<file path="config.mk">
export PLATFORM = sky130hd
export DESIGN_NAME = dsp_mem_loader
export DESIGN_NICKNAME = d
export VERILOG_FILES = /design/src/rtl/dsp_mem_loader.sv
export SDC_FILE = /design/constraint.sdc
export NUM_CORES = 1
export LEC_CHECK = 0
export ABC_AREA = 1
export BUFFER_PORTS_ARGS = -buffer_cell sky130_fd_sc_hd__buf_2
export CORE_AREA = 5 5 190 192
export DETAILED_ROUTE_END_ITERATION = 6
export DIE_AREA = 0 0 195 197
export GPL_TIMING_DRIVEN = 0
export PLACE_DENSITY_LB_ADDON = 0.15
export SYNTH_ARGS = -nofsm -noshare
export SYNTH_HDL_FRONTEND = slang
export SYNTH_SLANG_ARGS = --single-unit
</file>
<file path="constraint.sdc">
create_clock -name clk -period 3.4 [get_ports clk]
set_input_delay 0.51 -clock clk [delete_from_list [all_inputs] [get_ports clk]]
set_output_delay 0.51 -clock clk [all_outputs]
set_load 0.01 [all_outputs]
</file>
<file path="src/rtl/dsp_mem_loader.sv">
// Loads command words (four beats) and envelope samples (one beat) into DSP
// unit memories, arbitrating round-robin between the host and the DMA engine.
module dsp_mem_loader #(
    parameter int N_CORES        = 4,
    parameter int CORE_SEL_WIDTH = 2,
    parameter int DATA_WIDTH     = 32,
    parameter int CMD_WIDTH      = 128
) (
    input  logic                        clk,
    input  logic                        reset,
    input  logic [1:0]                  req_valid,
    output logic [1:0]                  req_ready,
    input  logic [2*CORE_SEL_WIDTH-1:0] req_core,
    input  logic [1:0]                  req_is_wave,
    input  logic [2*12-1:0]             req_addr,
    input  logic [2*CMD_WIDTH-1:0]      req_data,
    output logic [12:0]                 mem_write_addr,
    output logic [DATA_WIDTH-1:0]       mem_write_data,
    output logic [N_CORES-1:0]          mem_write_en,
    output logic                        busy,
    output logic                        err_core,
    output logic [1:0]                  dbg_state
);

    typedef enum logic [1:0] {
        ST_IDLE = 2'd0,
        ST_CMD  = 2'd1,
        ST_WAVE = 2'd2
    } state_t;

    state_t                    state_q, state_d;
    logic [1:0]                beat_q, beat_d;
    logic                      last_gnt_q, last_gnt_d;
    logic [CORE_SEL_WIDTH-1:0] core_q, core_d;
    logic [11:0]               addr_q, addr_d;
    logic [CMD_WIDTH-1:0]      payload_q, payload_d;
    logic [12:0]               hold_addr_q, hold_addr_d;
    logic [DATA_WIDTH-1:0]     hold_data_q, hold_data_d;
    logic                      err_q, err_d;

    logic                      gnt;
    logic                      accept;
    logic                      core_ok;
    logic                      in_beat;
    logic [CORE_SEL_WIDTH-1:0] sel_core;
    logic                      sel_wave;
    logic [11:0]               sel_addr;
    logic [CMD_WIDTH-1:0]      sel_data;
    logic [12:0]               beat_addr;
    logic [DATA_WIDTH-1:0]     beat_data;
    logic [N_CORES-1:0]        core_onehot;

    // Handshake: a request transfers on a rising edge where req_valid[r] and
    // req_ready[r] are both high; ready is only ever offered in IDLE, to the
    // single granted requester, and the requester holds its fields until then.
    always_comb begin
        gnt = 1'b0;
        if (req_valid == 2'b11) begin
            gnt = ~last_gnt_q;
        end else begin
            gnt = ~req_valid[0];
        end

        sel_core = gnt ? req_core[2*CORE_SEL_WIDTH-1:CORE_SEL_WIDTH]
                       : req_core[CORE_SEL_WIDTH-1:0];
        sel_wave = gnt ? req_is_wave[1] : req_is_wave[0];
        sel_addr = gnt ? req_addr[23:12] : req_addr[11:0];
        sel_data = gnt ? req_data[2*CMD_WIDTH-1:CMD_WIDTH] : req_data[CMD_WIDTH-1:0];

        accept  = (state_q == ST_IDLE) && (|req_valid) && !reset;
        core_ok = 32'(sel_core) < 32'(N_CORES);

        req_ready = 2'b00;
        if (accept) begin
            req_ready[gnt] = 1'b1;
        end
    end

    always_comb begin
        in_beat   = (state_q == ST_CMD) || (state_q == ST_WAVE);
        beat_addr = hold_addr_q;
        beat_data = hold_data_q;
        if (state_q == ST_CMD) begin
            beat_addr = {1'b0, 2'b00, beat_q, addr_q[7:0]};
            beat_data = payload_q[int'(beat_q)*DATA_WIDTH +: DATA_WIDTH];
        end else if (state_q == ST_WAVE) begin
            beat_addr = {1'b1, addr_q};
            beat_data = payload_q[DATA_WIDTH-1:0];
        end

        core_onehot = '0;
        for (int n = 0; n < N_CORES; n++) begin
            core_onehot[n] = (32'(core_q) == 32'(n));
        end

        hold_addr_d = beat_addr;
        hold_data_d = beat_data;
    end

    // Outputs are forced quiet while reset is held, not just after it is sampled.
    always_comb begin
        mem_write_en   = (in_beat && !reset) ? core_onehot : '0;
        mem_write_addr = reset ? 13'd0 : beat_addr;
        mem_write_data = reset ? '0 : beat_data;
        busy           = in_beat && !reset;
        err_core       = err_q && !reset;
        dbg_state      = state_q;
    end

    always_comb begin
        state_d    = state_q;
        beat_d     = beat_q;
        last_gnt_d = last_gnt_q;
        core_d     = core_q;
        addr_d     = addr_q;
        payload_d  = payload_q;
        err_d      = 1'b0;

        case (state_q)
            ST_IDLE: begin
                if (accept) begin
                    last_gnt_d = gnt;
                    if (core_ok) begin
                        core_d    = sel_core;
                        addr_d    = sel_addr;
                        payload_d = sel_data;
                        beat_d    = 2'd0;
                        state_d   = sel_wave ? ST_WAVE : ST_CMD;
                    end else begin
                        err_d = 1'b1;
                    end
                end
            end
            ST_CMD: begin
                if (beat_q == 2'd3) begin
                    state_d = ST_IDLE;
                    beat_d  = 2'd0;
                end else begin
                    beat_d = beat_q + 2'd1;
                end
            end
            ST_WAVE: begin
                state_d = ST_IDLE;
            end
            default: begin
                state_d = ST_IDLE;
            end
        endcase
    end

    always_ff @(posedge clk) begin
        if (reset) begin
            state_q     <= ST_IDLE;
            beat_q      <= 2'd0;
            last_gnt_q  <= 1'b1;
            core_q      <= '0;
            addr_q      <= '0;
            payload_q   <= '0;
            hold_addr_q <= '0;
            hold_data_q <= '0;
            err_q       <= 1'b0;
        end else begin
            state_q     <= state_d;
            beat_q      <= beat_d;
            last_gnt_q  <= last_gnt_d;
            core_q      <= core_d;
            addr_q      <= addr_d;
            payload_q   <= payload_d;
            hold_addr_q <= hold_addr_d;
            hold_data_q <= hold_data_d;
            err_q       <= err_d;
        end
    end

endmodule

</file>
# == After elaboration in Yosys (flattened, before gate mapping) ==
# Cells that the tools add are included.
# classes
n_addsub,1
magnitude_cmp,2
n_eq_ne,9
n_shift,1
n_mux,22
bitwise_logic,2
n_reduce_logical,13
# ops
cell,count
128-bit two-way mux,1
128-bit by 8-bit indexed part select with 32-bit output,1
32-bit two-way mux,3
13-bit two-way mux,3
2-bit two-way mux,7
12-bit two-way mux,1
2-bit equality test (second input constant),5
2-bit one-hot mux with 2 select lines,2
2-bit AND reduction,3
2-bit by 1-bit equality test with 1-bit output (second input constant),2
1-bit logical AND,4
2-bit zero test,2
4-bit two-way mux,1
1-bit two-way mux,3
2-bit by 1-bit adder with 2-bit output (second input constant),1
1-bit by 2-bit < comparator with 1-bit output (second input constant),1
2-bit by 1-bit != test with 1-bit output (second input constant),1
2-bit != test (second input constant),1
1-bit inverter,2
2-bit nonzero test,1
2-bit OR reduction,1
1-bit demux with 1-bit select,1
1-bit greater-or-equal comparator (second input constant),1
1-bit zero test,1
1-bit logical OR,1
# totals
ff_bits,192
output_inout_bits,55
elab_cells,58

# == Logic depth before layout (Yosys ltp) ==
# Gate-level depths: netlist of the first run.
# logic_depth
depth_word,7
mapped_depth,9

# == Worst setup path before layout of the first run ==
# Ideal clock, no wire load.
# synth_timing
kind,flip-flop to output port
startpoint,"register state_q[1], in the netlist dbg_state[1]"
endpoint,output mem_write_data[13]
arrival_time_ps,1516
setup_slack_ps,1374
path_stages_with_launch,8
path_buffers,2
cell_sequence,dfxtp_1 inv_1 ha_1 buf_2 nor2_2 clkbuf_1 o211ai_1 nand2_1
# synth_between
elab_chain_len,4
elab_cells_between_ends,5
# synth_lines
element,line_no,source
"start, declared",31,"state_t state_q, state_d;"
"start signal, assigned",163,state_q <= state_d;
2-bit equality test,86,end else if (state_q == ST_WAVE) begin
32-bit two-way mux,86,
32-bit two-way mux *,83,if (state_q == ST_CMD) begin
32-bit two-way mux *,104,mem_write_data = reset ? '0 : beat_data;
"end, declared",18,"output logic [DATA_WIDTH-1:0] mem_write_data,"
# Mark *: on every way between the ends. The rest lies on a longest branch, timed or not.

# == Worst setup path in the final report of the first run ==
# layout_timing
startpoint,"register state_q[1], in the netlist dbg_state[1]"
endpoint,output mem_write_data[21]
# The elaborated chain is that of the path after synthesis.

==> flow_summary.yaml, run 1 <==
global_routing:
  grt_pass1_vias: 11200
  number_of_antenna_violations_at_the_first_check_in_global_routing: 0
  maximum_number_of_pins_on_one_net_before_global_route_repair: 18
  globalRouteOverflowTotal: 0
  global_route_wire_length_before_repair_um: 62500
  grt_use_total_pct: 20.6
drt:
  wire_per_inst_um: 16.8
  routed_via_density: 4.64
  routed_wl_um: 41400
  drt_first_pass_iters: 6
  drt_drc_violations_left: 0
  num_vias: 11400
  violation_count_after_the_first_detailed_routing_iteration: 659
  antenna_left: 0
clock_tree:
  cts_inserted_buffers: 17
  hold_buffers: 0
  clock_sink_count: 192
  cts_max_path_buffers: 2
  post_cts_setup_repair_buffer_count: 0
  post_cts_resized: 0
  cts.htree.levels: 4
  cts-root-buf: "sky130_fd_sc_hd__clkbuf_16"
  clk_pin_slew_ns: 0.07
  clock_insertion_delay_at_the_later_pin_of_the_skew_report_ns: 0.44
  clock_tree_from_tritoncts: "built"
yosys:
  synth-warning-count: 0
  post_synthesis_xor_xnor_area_fraction_pct: 0
  mapped_cells: 1635
  synthSimpleGateAreaFrac_pct: 37.8
  post_synth.cell_area_avg_sq_um: 6.17
  synth_fa_ha_area_share_pct: 0.496
  yosys.cell_types.count: 21
  postSynthRegisterBits: 192
  synth-compound-area-share_pct: 15.3
  netlist_area_sq_mm: 0.0101
  synthesis.nets: 1929
  muxShareOfSynthArea_pct: 0
  dominant_combinational_cell_family_by_area_after_synthesis: "simple AND/OR/NAND/NOR gates"
  yosysSeqAreaShare_pct: 38.1
timing:
  finalHoldViolations: 0
  grt_setup_unrepaired: "no"
  setup_violations: 0
  finalCriticalPeriod_ns: 2.98
  fmax_ghz: 0.336
  timing_max_transition_violations_final: 0
  worstMarginPinSlew_ns: 0.588
  timing.clock.skew_ns: 0.0132
  relSlewSlack_pct: 60.7
  setup_total_negative_slack_ns: 0
  final.period_utilization_pct: 87.6
placement:
  finalWeightedCongestion: 0.902
  hpwlAfterDp_um: 33200
  place.detailed.instances: 2433
  post_dp_cell_area_sq_mm: 0.0124
  placement.io_buffers: 343
layout:
  fin_area_sq_mm: 0.0130
  drive_above_1_share_pct: 22.9
  n_antenna_cell: 0
  post_layout_nonfiller_instances: 2464
  multiInputGateArea_sq_mm: 0.00541
  final_util_pct: 37.9
  ff_latch_area_sq_mm: 0.00384
  num-fill-cells: 3927
  finish.net_count: 2291
  flow.area_growth_from_synthesis_pct: 28.6
power_and_ir_drop:
  worst_ir_drop_vdd_v: 0.000358
  pwr_density_cell_mw_per_mm2: 685
  power.static_leakage_nw: 6.31
outcome:
  run_status: "complete, no violations"
die:
  die-area_sq_mm: 0.0384
  dieWidth_um: 195
  std_cell_rows: 68
  initial_core_util_pct: 29.5
  design.portCount: 345
  chipHeight_um: 197
  design.core.area_sq_mm: 0.0342
setup_path:
  timing.critical_path.from_type: "flop"
  timing.critical_path.required_ns: 2.89
  crit_top_cell: "sky130_fd_sc_hd__buf_2"
  worst_path_cell_with_the_longest_stage_delay: "sky130_fd_sc_hd__clkbuf_1"
  crit_family: "buffers and inverters"
  crit_path_end_kind: "output port"
  critical_path.cell_chain: "inv_1 -> ha_1 -> buf_2 -> nor2_2 -> clkbuf_1 -> o211ai_1 -> nand2_1 -> buf_2"
  critPathBufInv: 4
  cp_max_fo: 10
  criticalPathCategory: "flop to output port"
  crit_arrival_ns: 2.47
  max_stage_delay_ns: 0.46
min_path:
  hold_class: "input port to flop"
flow_run:
  drv_cap: 0
## cells in the mapped netlist
master,count,area share (%)
sky130_fd_sc_hd__o21ai_0,75,3.7
sky130_fd_sc_hd__a21oi_1,179,8.9
sky130_fd_sc_hd__nand3_2,1,0.099
sky130_fd_sc_hd__nor3_1,4,0.20
sky130_fd_sc_hd__nand2_1,715,27
sky130_fd_sc_hd__nor2_1,92,3.4
sky130_fd_sc_hd__dfxtp_1,192,38
sky130_fd_sc_hd__o22ai_1,2,0.12
sky130_fd_sc_hd__inv_2,3,0.11
sky130_fd_sc_hd__o21bai_1,1,0.074
sky130_fd_sc_hd__buf_4,13,0.97
sky130_fd_sc_hd__conb_1,1,0.037
sky130_fd_sc_hd__ha_1,4,0.50
sky130_fd_sc_hd__nor2_2,1,0.062
sky130_fd_sc_hd__buf_1,7,0.26
sky130_fd_sc_hd__o211ai_1,33,2.5
sky130_fd_sc_hd__clkbuf_1,43,1.6
sky130_fd_sc_hd__buf_2,69,3.4
sky130_fd_sc_hd__nand3_1,148,7.3
sky130_fd_sc_hd__nand2_2,1,0.062
sky130_fd_sc_hd__inv_1,51,1.9
## metrics by stage
stage	total power (W)	hold WS (ns)	setup slack [ns]
global route	0.00953	0.409	0.208
detailed placement	0.00687	0.453	0.802
floorplan	0.00544	0.441	1.37
global placement	0.00683	0.449	0.801
finish	0.00888	0.411	0.420
CTS	0.00896	0.396	0.384
## placed cells by master (no fill, tap or decap)
master                       count
sky130_fd_sc_hd__nor2_2          1
sky130_fd_sc_hd__buf_2         412
sky130_fd_sc_hd__nand2_1       715
sky130_fd_sc_hd__nand3_2         1
sky130_fd_sc_hd__nor3_1          4
sky130_fd_sc_hd__clkinv_4        3
sky130_fd_sc_hd__nor2_1         92
sky130_fd_sc_hd__conb_1          1
sky130_fd_sc_hd__nand3_1       148
sky130_fd_sc_hd__nand2_2         1
sky130_fd_sc_hd__inv_6           2
sky130_fd_sc_hd__o211ai_1       33
sky130_fd_sc_hd__dfxtp_1       192
sky130_fd_sc_hd__clkbuf_16      17
sky130_fd_sc_hd__inv_8           3
sky130_fd_sc_hd__inv_2           3
sky130_fd_sc_hd__a21oi_1       179
sky130_fd_sc_hd__clkbuf_8        1
sky130_fd_sc_hd__ha_1            4
sky130_fd_sc_hd__o22ai_1         2
sky130_fd_sc_hd__o21ai_0        75
sky130_fd_sc_hd__buf_1           7
sky130_fd_sc_hd__clkbuf_1       44
sky130_fd_sc_hd__clkinvlp_4      2
sky130_fd_sc_hd__o21bai_1        1
sky130_fd_sc_hd__bufinv_16       2
sky130_fd_sc_hd__inv_1          51
sky130_fd_sc_hd__buf_4          13
## final timing paths
| path | from | end | slack, ns | cells after the start |
|---|---|---|---|---|
| hold / removal | req_addr[13] | addr_q[1] | 0.41 | 5 |
| hold reg to reg | payload_q[124] | payload_q[124] | 0.46 | 2 |
| setup / recovery | dbg_state[1] | mem_write_data[21] | 0.42 | 8 |
| setup reg to reg | dbg_state[0] | hold_addr_q[7] | 1.42 | 7 |
## layer usage
| layer | routed length (um) | GRT usage, % | vias to the layer above |
|---|---|---|---|
| met3 | 2060 | 3.47 | 24 |
| met2 | 19400 | 34.7 | 318 |
| met1 | 19500 | 28.1 | 5129 |
| li1 | - | - | 5961 |
| met4 | 563 | 4.24 | 0 |
| met5 | 0 | 0 | - |
## layout make-up
cell class | count | area share (%)
Buffer | 132 | 4.86
Clock buffer | 19 | 3.42
Clock inverter | 12 | 1.18
Inverter | 54 | 1.56
Multi-Input combinational cell | 1257 | 41.7
Sequential cell | 192 | 29.6
Tap cell | 455 | 4.39
Timing Repair Buffer | 343 | 13.2
## state kept, by name (all words and copies together), names as in the netlist
| signal | count |
|---|---|
| core_q | 2 |
| hold_addr_q | 13 |
| dbg_state | 2 |
| addr_q | 12 |
| last_gnt_q | 1 |
| hold_data_q | 32 |
| payload_q | 128 |
| beat_q | 2 |
## tightest hold or removal path, stage by stage
cell and delay (ns):
sky130_fd_sc_hd__buf_2 0.09, sky130_fd_sc_hd__nand2_1 0.06, sky130_fd_sc_hd__nand2_1 0.04, sky130_fd_sc_hd__nand2_1 0.05
sky130_fd_sc_hd__a21oi_1 0.05
## where the power goes
| group | switching [W] | internal, W | total (W) |
|---|---|---|---|
| Clock | 0.000957 | 0.00112 | 0.00208 |
| Combinational | 0.00251 | 0.00129 | 0.00380 |
| Sequential | 0.000219 | 0.00278 | 0.00300 |
| Total | 0.00369 | 0.00520 | 0.00888 |
## cells by family after synthesis
family          Yosys count
compound gates          290
fa+ha+maj                 4
buf+inv                 186
flops                   192
other cells               1
simple gates            962
Power figures use the tool's default switching activity.
==> inputs of run 2 (changes only) <==
==> constraint.sdc (replaced) <==
create_clock -name clk -period 2.75 [get_ports clk]
set_input_delay 0.4125 -clock clk [delete_from_list [all_inputs] [get_ports clk]]
set_output_delay 0.4125 -clock clk [all_outputs]
set_load 0.01 [all_outputs]
==> flow_summary.yaml, run 2 (synthesis gave the netlist of run 1 again) <==
timing:
  final.hold.worst_slack_ns: 0.310
  grt_setup_unrepaired: "no"
  relSlewSlack_pct: 61.6
  setup_violations: 0
  finalHoldViolations: 0
  finalCriticalPeriod_ns: 2.65
  timing_max_transition_violations_final: 0
  timing.clock.skew_ns: 0.0120
  layout_setup_ws_ns: 0.0990
  fmax_ghz: 0.377
  final.period_utilization_pct: 96.4
  worstMarginPinSlew_ns: 0.577
clock_tree:
  clock_sink_count: 192
  clock_tree_from_tritoncts: "built"
  hold_buffers: 0
  cts_max_path_buffers: 2
  cts_inserted_buffers: 17
  clock_insertion_delay_at_the_later_pin_of_the_skew_report_ns: 0.44
  cts.htree.levels: 4
  post_cts_setup_repair_buffer_count: 0
  cts-root-buf: "sky130_fd_sc_hd__clkbuf_16"
  clk_pin_slew_ns: 0.08
layout:
  final_util_pct: 38.0
  drive_above_1_share_pct: 23.7
  post_layout_nonfiller_instances: 2462
  top_regs: "payload_q x128, hold_data_q x32, hold_addr_q x13"
  most_common_library_cell_in_the_layout_ignoring_fill_and_taps: "sky130_fd_sc_hd__nand2_1"
  finish.net_count: 2289
  n_antenna_cell: 0
  num-fill-cells: 3923
  largest_register_ffs: 128
  fin_area_sq_mm: 0.0130
  biggest_register: "payload_q"
  flow.area_growth_from_synthesis_pct: 29.0
  mostFrequentLayoutCells: "sky130_fd_sc_hd__nand2_1, sky130_fd_sc_hd__buf_2, sky130_fd_sc_hd__dfxtp_1"
setup_path:
  crit_path_end_kind: "output port"
  r2r.worst_path.cells: 8
  rr_startpoint: "last_gnt_q"
  criticalPathCategory: "flop to output port"
  timing.reg2reg.setup_slack_ns: 0.81
  crit_top_cell: "sky130_fd_sc_hd__nand2_1"
  critical_path.cell_chain: "buf_2 -> inv_2 -> buf_4 -> clkbuf_4 -> o21ai_1 -> nand2_1 -> nand2_1 -> nand2_1 -> buf_2"
  crit_reg_reg_endpoint: "payload_q[67]"
  cp_max_fo: 10
  timing.critical_path.from_type: "flop"
  crit_family: "buffers and inverters"
  crit_arrival_ns: 2.24
  worst_path_cell_with_the_longest_stage_delay: "sky130_fd_sc_hd__dfxtp_1"
  timing.critical_path.required_ns: 2.34
  critPathBufInv: 5
  max_stage_delay_ns: 0.34
placement:
  finalWeightedCongestion: 0.902
  post-place-ws_ns: 0.306
  place.detailed.instances: 2433
  hpwlAfterDp_um: 33200
  placement.io_buffers: 343
  post_dp_cell_area_sq_mm: 0.0124
power_and_ir_drop:
  p_sw_w: 0.00458
  power.static_leakage_nw: 6.33
  combPwrFrac_pct: 42.9
  worst_ir_drop_vdd_v: 0.000446
  pwr_density_cell_mw_per_mm2: 848
  cell_internal_pwr_w: 0.00645
  power.sequential.fraction_pct: 33.7
  power.clock.fraction_pct: 23.4
  netSwitchingFraction_pct: 41.5
global_routing:
  globalRouteOverflowTotal: 0
  maximum_number_of_pins_on_one_net_before_global_route_repair: 18
  global_route_wire_length_before_repair_um: 62500
  number_of_antenna_violations_at_the_first_check_in_global_routing: 0
  grt_pass1_vias: 11200
  grt_use_total_pct: 20.6
drt:
  drt_first_pass_iters: 5
  routed_wl_um: 41400
  wire_per_inst_um: 16.8
  routed_via_density: 4.63
  antenna_left: 0
  violation_count_after_the_first_detailed_routing_iteration: 712
  drt_drc_violations_left: 0
  num_vias: 11400
die:
  chipHeight_um: 197
  die-area_sq_mm: 0.0384
  initial_core_util_pct: 29.5
  dieWidth_um: 195
  design.portCount: 345
  design.core.area_sq_mm: 0.0342
  std_cell_rows: 68
flow_run:
  drv_cap: 0
min_path:
  hold_path_startpoint: "req_data[136]"
  worstHoldEndpoint: "payload_q[8]"
  hold_class: "input port to flop"
  min_delay_path_depth: 5
outcome:
  run_status: "complete, no violations"
## run 2: cell types whose count changed in the layout (fill, tap and decap cells not counted), moves of 5 or more
| cell | delta |
|---|---|
| sky130_fd_sc_hd__clkbuf_1 | -9 |
| sky130_fd_sc_hd__clkbuf_2 | +8 |
| sky130_fd_sc_hd__o21ai_0 | -13 |
| sky130_fd_sc_hd__o21ai_1 | +8 |
| sky130_fd_sc_hd__o21ai_2 | +5 |
## run 2: metrics by stage
step           setup TNS (ns)  total power, W
5_1_grt                     0          0.0118
6_report                    0          0.0110
2_1_floorplan               0         0.00673
3_3_place_gp                0         0.00845
3_5_place_dp                0         0.00850
4_1_cts               -0.0659          0.0111
## run 2: worst register-to-register path: stages (launching register included)
cell and delay [ns]:
sky130_fd_sc_hd__dfxtp_1 0.31, sky130_fd_sc_hd__inv_1 0.05, sky130_fd_sc_hd__nand2_2 0.32, sky130_fd_sc_hd__buf_2 0.43
sky130_fd_sc_hd__buf_2 0.31, sky130_fd_sc_hd__nand3_1 0.11, sky130_fd_sc_hd__nand2_1 0.13, sky130_fd_sc_hd__nand2_1 0.08
sky130_fd_sc_hd__a21oi_1 0.14
## run 2: timing repair
| item | 4_1_cts | 5_1_grt |
|---|---|---|
| setup endpoints to repair | 39 | 44 |
| resized for setup | 11 | 24 |
| hold endpoints to repair | 0 | 0 |
## run 2: power by group through the flow
| stage | clock (W) | combinational, W | sequential (W) |
|---|---|---|---|
| 3_5_place_dp | 0 | 0.00473 | 0.00377 |
| 3_3_place_gp | 0 | 0.00469 | 0.00376 |
| 6_report | 0.00258 | 0.00473 | 0.00372 |
| 4_1_cts | 0.00262 | 0.00478 | 0.00371 |
| 5_1_grt | 0.00273 | 0.00532 | 0.00378 |
| 2_1_floorplan | 0 | 0.00304 | 0.00369 |
## run 2: per-layer routing
layer	vias to the layer above	part of all wire [%]	global-route usage (%)
li1	5959	-	-
met1	5123	47	28.1
met5	-	0	0
met2	297	47	34.7
met4	0	1.4	4.24
met3	24	4.7	3.47
## run 2: cell type report
cell class	count	area, sq um	share of cell area [%]
multi-input cells	1257	5440	41.8
clock buffers	19	443	3.41
inverters	54	205	1.58
well taps	455	569	4.38
repair buffers	343	1720	13.2
flip-flops and latches	192	3840	29.6
clock inverters	12	153	1.17
plain buffers	130	634	4.88
## run 2: worst max-delay path by stage
stage / startpoint / end / slack (ns) / cells after the start
after floorplan: dbg_state[1] / mem_write_data[13] / 0.82 / 7
after global placement: dbg_state[1] / mem_write_data[22] / 0.32 / 8
after detailed placement: dbg_state[1] / mem_write_data[21] / 0.31 / 8
after CTS: beat_q[0] / mem_write_data[1] / -0.02 / 9
after global routing: dbg_state[1] / mem_write_data[21] / 0.008 / 8
final: beat_q[0] / mem_write_data[0] / 0.1 / 9
==> inputs of run 3 (changes only) <==
--- a/config.mk
+++ b/config.mk
@@ -10,7 +10,6 @@
 export CORE_AREA = 5 5 190 192
 export DETAILED_ROUTE_END_ITERATION = 6
 export DIE_AREA = 0 0 195 197
-export GPL_TIMING_DRIVEN = 0
 export PLACE_DENSITY_LB_ADDON = 0.15
 export SYNTH_ARGS = -nofsm -noshare
 export SYNTH_HDL_FRONTEND = slang
==> flow_summary.yaml, run 3 (synthesis gave the netlist of run 1 again) <==
die:
  chipHeight_um: 197
  design.portCount: 345
  initial_core_util_pct: 29.5
  dieWidth_um: 195
  design.core.area_sq_mm: 0.0342
  std_cell_rows: 68
  die-area_sq_mm: 0.0384
layout:
  mostFrequentLayoutCells: "sky130_fd_sc_hd__nand2_1, sky130_fd_sc_hd__buf_2, sky130_fd_sc_hd__dfxtp_1"
  flow.area_growth_from_synthesis_pct: 24.9
  top_regs: "payload_q x128, hold_data_q x32, hold_addr_q x13"
  fin_area_sq_mm: 0.0126
  finish.net_count: 2187
  drive_above_1_share_pct: 21.5
  num-fill-cells: 3875
  multiInputGateArea_sq_mm: 0.00544
  ff_latch_area_sq_mm: 0.00384
  most_common_library_cell_in_the_layout_ignoring_fill_and_taps: "sky130_fd_sc_hd__nand2_1"
  biggest_register: "payload_q"
  post_layout_nonfiller_instances: 2362
  largest_register_ffs: 128
timing:
  fmax_ghz: 0.388
  timing.clock.skew_ns: 0.0158
  relSlewSlack_pct: 42.5
  grt_setup_unrepaired: "no"
  worstMarginPinSlew_ns: 0.862
  setup_total_negative_slack_ns: 0
  finalCriticalPeriod_ns: 2.58
  final.hold.worst_slack_ns: 0.305
  final.period_utilization_pct: 93.7
  timing_max_transition_violations_final: 0
  setup_violations: 0
  finalHoldViolations: 0
drt:
  drt_first_pass_iters: 5
  violation_count_after_the_first_detailed_routing_iteration: 532
  routed_wl_um: 37400
  wire_per_inst_um: 15.9
  drt_drc_violations_left: 0
  routed_via_density: 4.67
  num_vias: 11000
  antenna_left: 0
clock_tree:
  post_cts_setup_repair_buffer_count: 0
  clock_tree_from_tritoncts: "built"
  clock_insertion_delay_at_the_later_pin_of_the_skew_report_ns: 0.44
  cts-root-buf: "sky130_fd_sc_hd__clkbuf_16"
  cts.htree.levels: 4
  hold_buffers: 0
  clk_pin_slew_ns: 0.08
  cts_max_path_buffers: 2
  clock_sink_count: 192
  cts_inserted_buffers: 17
placement:
  hpwlAfterDp_um: 26900
  place.detailed.instances: 2329
  post_dp_cell_area_sq_mm: 0.0121
  finalWeightedCongestion: 0.818
  placement.io_buffers: 343
min_path:
  hold_class: "input port to flop"
global_routing:
  grt_pass1_vias: 10600
  grt_use_total_pct: 18.8
  global_route_wire_length_before_repair_um: 58500
  maximum_number_of_pins_on_one_net_before_global_route_repair: 118
  number_of_antenna_violations_at_the_first_check_in_global_routing: 3
  globalRouteOverflowTotal: 0
setup_path:
  worst_path_cell_with_the_longest_stage_delay: "sky130_fd_sc_hd__dfxtp_1"
  criticalPathCategory: "flop to output port"
  crit_top_cell: "sky130_fd_sc_hd__nand2_1"
  crit_family: "simple AND/OR/NAND/NOR gates"
  cp_max_fo: 33
  crit_path_end_kind: "output port"
  timing.critical_path.from_type: "flop"
  critPathBufInv: 2
  critical_path.cell_chain: "buf_4 -> nor2_1 -> nor2_1 -> o21ai_0 -> nand2_1 -> nand2_1 -> nand2_1 -> buf_2"
  max_stage_delay_ns: 0.39
  crit_arrival_ns: 2.16
  timing.critical_path.required_ns: 2.34
flow_run:
  drv_cap: 0
power_and_ir_drop:
  pwr_density_cell_mw_per_mm2: 832
  power.static_leakage_nw: 6.05
  report.power.total_w: 0.0105
  worst_ir_drop_vdd_v: 0.000422
outcome:
  run_status: "complete, no violations"
[run 3: repair_timing]
action                     4_1_cts  5_1_grt
gates resized for setup          2        2
pin swaps                        0        0
setup endpoints to repair        4        6
[run 3: worst paths after layout]
path	from	depth (start not counted)	to	slack (ns)
max reg2reg	dbg_state[0]	7	payload_q[6]	0.71
min reg2reg	payload_q[105]	2	payload_q[105]	0.46
min	req_data[254]	5	payload_q[126]	0.31
max	beat_q[0]	8	mem_write_data[4]	0.17
[run 3: power breakdown]
| group | switching, W | internal (W) | total, W |
|---|---|---|---|
| clock network | 0.00114 | 0.00116 | 0.00230 |
| registers | 0.000266 | 0.00344 | 0.00371 |
| logic | 0.00293 | 0.00154 | 0.00446 |
[run 3: worst min-delay path: cells and delay by family]
family	cells	cell delay, ns
simple gates	3	0.14
buf+inv	1	0.10
compound gates	1	0.05
[run 3: layout make-up]
| type | instances | share of cell area, % |
|---|---|---|
| Sequential cell | 192 | 30.5 |
| Timing Repair Buffer | 371 | 15.9 |
| Inverter | 54 | 1.67 |
| Clock buffer | 21 | 3.50 |
| Antenna cell | 1 | 0.0199 |
| Clock inverter | 11 | 0.646 |
| Multi-Input combinational cell | 1257 | 43.2 |
| Tap cell | 455 | 4.52 |
[run 3: layer usage]
metal  up-vias  global-route usage [%]  share of wire [%]
met2       305                    27.9                 42
met1      4934                    28.3                 52
li1       5753                       -                  -
met3        35                    3.26                5.1
met4         4                    4.29                1.4
met5         -                       0              0.056
[run 3: per-stage QoR]
step                      setup slack [ns]  utilization [%]
after floorplan                      0.822                -
after CTS                           0.0447             36.8
after global routing               0.00537             36.8
after detailed placement             0.345             35.3
final                                0.173             36.8
after global placement               0.353             35.3
